--- src/rtl/mem_recorder_pkg.sv ---
// mem_recorder_pkg: shared FSM state type and default recorder constants
package mem_recorder_pkg;
  typedef enum logic [1:0] {IDLE, REC, DONE} state_e;
  localparam int DEF_DEPTH = 32;
  localparam int DEF_AW = 5;
  localparam logic [7:0] DEF_TERM = 8'h2B;
endpackage

--- src/rtl/mem_recorder_rec_ram.sv ---
// rec_ram: DEPTH x 8 record RAM, one write port, registered read port
module rec_ram #(
  parameter int DEPTH = 32,
  parameter int AW = 5
) (
  input  logic          i_clk,
  input  logic          i_rst_n,
  input  logic          i_we,
  input  logic [AW-1:0] i_wr_addr,
  input  logic [7:0]    i_wr_data,
  input  logic [AW-1:0] i_rd_addr,
  output logic [7:0]    o_rd_data
);
  logic [7:0] mem_q [DEPTH];
  logic [7:0] rd_data_q;
  always_ff @(posedge i_clk)
    if (i_we) mem_q[i_wr_addr] <= i_wr_data;
  // only the output register is reset; the array itself stays reset-free
  always_ff @(posedge i_clk or negedge i_rst_n)
    if (!i_rst_n) rd_data_q <= '0;
    else rd_data_q <= mem_q[i_rd_addr];
  assign o_rd_data = rd_data_q;
endmodule

--- src/rtl/mem_recorder.sv ---
// mem_recorder: records a non-zero byte stream into RAM until TERM arrives or RAM fills
module mem_recorder
  import mem_recorder_pkg::*;
#(
  parameter int         DEPTH = DEF_DEPTH,
  parameter int         AW    = DEF_AW,
  parameter logic [7:0] TERM  = DEF_TERM
) (
  input  logic          i_clk,
  input  logic          i_rst_n,
  input  logic [7:0]    i_data,
  input  logic [AW-1:0] i_rd_addr,
  output logic [7:0]    o_rd_data,
  output logic [AW:0]   o_count,
  output logic          o_busy,
  output logic          o_done,
  output logic          o_full
);
  localparam logic [AW:0] LAST = (AW+1)'(DEPTH-1);
  state_e state_q, state_d;
  logic [AW:0] count_q, count_d;
  logic full_q, full_d;
  logic we, term, last;
  assign we = |i_data && state_q != DONE;
  assign term = i_data == TERM;
  assign last = count_q == LAST;
  // count is 0 in IDLE, so it doubles as the write pointer in every writing state
  always_comb begin
    state_d = state_q;
    count_d = count_q;
    full_d  = full_q;
    if (we) begin
      count_d = count_q + 1'b1;
      state_d = term || last ? DONE : REC;
      full_d  = !term && last;
    end
  end
  always_ff @(posedge i_clk or negedge i_rst_n)
    if (!i_rst_n) begin
      state_q <= IDLE;
      count_q <= '0;
      full_q  <= 1'b0;
    end else begin
      state_q <= state_d;
      count_q <= count_d;
      full_q  <= full_d;
    end
  rec_ram #(.DEPTH(DEPTH), .AW(AW)) u_ram (
    .i_clk     (i_clk),
    .i_rst_n   (i_rst_n),
    .i_we      (we),
    .i_wr_addr (count_q[AW-1:0]),
    .i_wr_data (i_data),
    .i_rd_addr (i_rd_addr),
    .o_rd_data (o_rd_data)
  );
  assign o_count = count_q;
  assign o_busy  = state_q == REC;
  assign o_done  = state_q == DONE;
  assign o_full  = full_q;
endmodule

--- config.mk ---
export PLATFORM = sky130hd
export DESIGN_NAME = mem_recorder
export DESIGN_NICKNAME = d
export VERILOG_FILES = /design/src/rtl/mem_recorder_pkg.sv /design/src/rtl/mem_recorder_rec_ram.sv /design/src/rtl/mem_recorder.sv
export SDC_FILE = /design/constraint.sdc
export NUM_CORES = 1
export LEC_CHECK = 0
export CAP_MARGIN = 20
export CORE_ASPECT_RATIO = 1.1
export CORE_MARGIN = 3
export CORE_UTILIZATION = 35
export DETAILED_ROUTE_END_ITERATION = 16
export HOLD_SLACK_MARGIN = 0.08
export PLACE_DENSITY_LB_ADDON = 0.15
export SKIP_LAST_GASP = 1
export SYNTH_ARGS = -nofsm -noshare
export SYNTH_HDL_FRONTEND = slang
export SYNTH_HIERARCHICAL = 1
export SYNTH_SLANG_ARGS = --single-unit
--- constraint.sdc ---
create_clock -name i_clk -period 2.94 [get_ports i_clk]
set_clock_uncertainty 0.2 [all_clocks]
set_input_delay 0.588 -clock i_clk [delete_from_list [all_inputs] [get_ports i_clk]]
set_output_delay 0.588 -clock i_clk [all_outputs]
set_load 0.01 [all_outputs]
==> summary.md <==
| Metric | Value |
|---|---|
| Number of core rows | 66 |
| Final wirelength | 22600 um |
| Share of cells above drive strength 1 | 29.5% |
| IO buf count | 31 |
| Top FF cell, synth | edfxtp_1 |
| Initial core utilization | 35.6% |
| Initial DRC count | 383 |
| Mean post-synth cell area | 23.0 um2 |
| First-pass GRT wire length | 34000 um |
| Final slew viol count | 0 |
| Vias post-DR | 4726 |
| Leakage power figure | 0.00391 uW |
| Post-CTS Hold Buffers | 0 |
| CTS root buf | clkbuf_16 |
| Outcome | completed |
| Nature of the critical path startpoint | primary input |
| MaxCap Viol Count | 0 |
| Post-CTS Resized | 0 |
| Pre-Repair DR Iteration Count | 4 |
| Total area of sequential cells | 8110 um2 |
| R2r setup slk | 0.33 ns |
| Final instance area | 12400 um2 |
| Footprint of the multi-input gates | 2320 um2 |
| Fmax | 362 MHz |
| Hpwl dp | 14500 um |
| Post-Synthesis Cells | 459 |
| Final-stage net count | 539 |
| Clock slew at reported path FFs | 0.06 ns |
| Post-CTS setup buffers | 0 |
| Finish-stage setup viols | 0 |
| Highest fanout seen on the critical path | 8 |
| DRC | 0 |
| Power Density | 784 nW/um2 |
| Synth Register Bits | 273 |
| Clock Sinks | 273 |
| WL/cell | 24.6 um |
| Final hold slack | 0.327 ns |
| CP max stage delay | 0.61 ns |
| Kind of critical path | in2reg |
| # IOs | 32 |
| Die width | 172 um |
| Vias in the first global route | 5057 |
| DIE AREA | 32300 um2 |
| Placed instance area | 11500 um2 |
| Largest net degree at the start of global routing | 65 |
| Worst slew pin tran | 0.960 ns |
| Htree depth | 1 |
| Post-synth EDFFs | 256 |
| CP required | 2.90 ns |
| VDD IR max | 0.424 mV |
| Chip Height | 188 um |
| Post-Synthesis Net Count | 475 |
| CP cell instances | clkdlybuf4s50_1 > or4_4 > o21ba_1 > or3b_2 > nor2_1 |
| Core ar. | 29600 um2 |
| YS warnings | 6 |
| Clock insertion delay at the later pin of the skew report | 0.53 ns |
| CTS tree | yes |
| Seq/Total Area, Yosys | 76.9% |
| Rel. slew slack | 35.8% |
| Final-report hold violation count | 0 |
| Slowest CP cell | or3b_2 |
| Minimum clock period after layout | 2.76 ns |
| Fillers | 2515 |
| DR vias/cell | 5.15 |
| CTS Buf Count | 28 |
| RD Place Congestion | 0.751 |
| Unrepaired setup endpoints after global routing | false |
| Grt ovf | 0 |
| Routed Antenna Nets | 0 |
| Fin util | 41.8% |
| Tightest Hold Check Type | reg2reg |
| Asr flop ratio synth | 6.23% |
| Final Cycle Share | 93.9% |
| Tot Pwr | 9710 uW |
| Synthesized area | 10600 um2 |
| Critical path capture point type | register |
| CTS max path bufs | 3 |
| Distinct cells, synth | 33 |
| Area growth, synth to finish | 17.3% |
| GR Util All Layers | 14.3% |
| Initial antenna violation count | 0 |
| WP data arrival | 2.73 ns |
==> state kept, by name, summed over array words and instances (netlist names) <==
name,flops
u_ram/o_rd_data,8
state_q,2
o_full,1
u_ram/mem_q,256
o_count,6
==> per-layer routing <==
metal | GRT usage (%) | vias to the layer above | wire [um]
li1 | - | 2055 | -
met1 | 21.1 | 2548 | 10500
met2 | 22.4 | 100 | 10800
met3 | 2.26 | 23 | 919
met4 | 3.90 | 0 | 409
met5 | 0 | - | 0
==> cells by family after synthesis <==
family / count (synthesis) / share of synthesized area (%)
flip-flops: 273 / 76.9
AND/OR/NAND/NOR: 63 / 2.95
AO/OA/AOI/OAI: 6 / 0.391
XOR/XNOR: 5 / 0.415
buffers and inverters: 22 / 1.15
multiplexers: 89 / 18.1
adder cells (fa/ha/maj): 1 / 0.119
==> synth_stat cells (2+ instances only) <==
| cell type | instances | area [um2] |
|---|---|---|
| xor2_1 | 2 | 17.5 |
| buf_6 | 2 | 22.5 |
| dfrtp_1 | 17 | 425 |
| edfxtp_1 | 256 | 7690 |
| mux4_2 | 80 | 1800 |
| nor2_1 | 36 | 135 |
| nand3_1 | 3 | 15.0 |
| nand4_1 | 2 | 12.5 |
| or4_4 | 2 | 22.5 |
| buf_1 | 5 | 18.8 |
| clkbuf_1 | 7 | 26.3 |
| nor2b_1 | 2 | 12.5 |
| buf_4 | 6 | 45.0 |
| or3b_2 | 3 | 26.3 |
| xnor2_1 | 3 | 26.3 |
| mux2_2 | 8 | 90.1 |
| nand3b_1 | 5 | 37.5 |
| nand2_1 | 5 | 18.8 |
==> cells in the final DEF (no fill, tap or decap), drive strengths merged, types with 2 or more instances in the layout <==
| cell type | n |
|---|---|
| xnor2 | 3 |
| clkbuf | 32 |
| nand3b | 5 |
| diode | 2 |
| nand2 | 5 |
| xor2 | 2 |
| dfrtp | 17 |
| or3b | 3 |
| buf | 26 |
| mux2 | 9 |
| nand4 | 2 |
| nor2 | 36 |
| or4 | 2 |
| edfxtp | 256 |
| bufinv | 4 |
| mux4 | 80 |
| nor2b | 2 |
| clkdlybuf4s50 | 29 |
| nand3 | 3 |
| clkinv | 13 |
==> report_power, final <==
group / leakage [uW] / switching, uW / total, uW / internal [uW]
sequential: 0.00251 / 208 / 4950 / 4750
combinational: 0.000943 / 720 / 1250 / 529
clock: 0.000454 / 1380 / 3500 / 2130
==> area by class of cell <==
type	count	share of cell area [%]
antenna	2	0.0404
multi-input combinational	164	18.7
timing repair buffer	55	4.51
clock buffer	32	5.95
inverter	1	0.0303
clock inverter	17	1.44
sequential	273	65.5
tap	374	3.78
==> worst paths after layout <==
path,startpoint,to,cells past startpoint
worst max-delay path,i_data[7],u_ram/mem_q[8][4],5
worst min-delay path,o_count[5],o_count[5],1
worst max register to register,state_q[1],u_ram/mem_q[8][4],4
worst min register to register,o_count[5],o_count[5],1
max in group asynchronous,i_rst_n,u_ram/o_rd_data[4],1
min in group asynchronous,i_rst_n,state_q[1],1
==> stage by stage <==
| step | worst slack (ns) | cells | setup TNS, ns |
|---|---|---|---|
| after floorplan | 0.344 | 459 | 0 |
| after global placement | -0.359 | 867 | -68.75 |
| after detailed placement | -0.396 | 867 | -76.99 |
| after CTS | 0.182 | 916 | 0 |
| after global routing | 0.0772 | 916 | 0 |
| final | 0.180 | 918 | 0 |
==> worst max-delay path: cells and delay by family <==
| kind | cells | cell delay (ns) |
|---|---|---|
| AO/OA/AOI/OAI | 1 | 0.14 |
| buffers and inverters | 1 | 0.58 |
| AND/OR/NAND/NOR | 3 | 1.40 |
(Power assumes the default switching activity.)
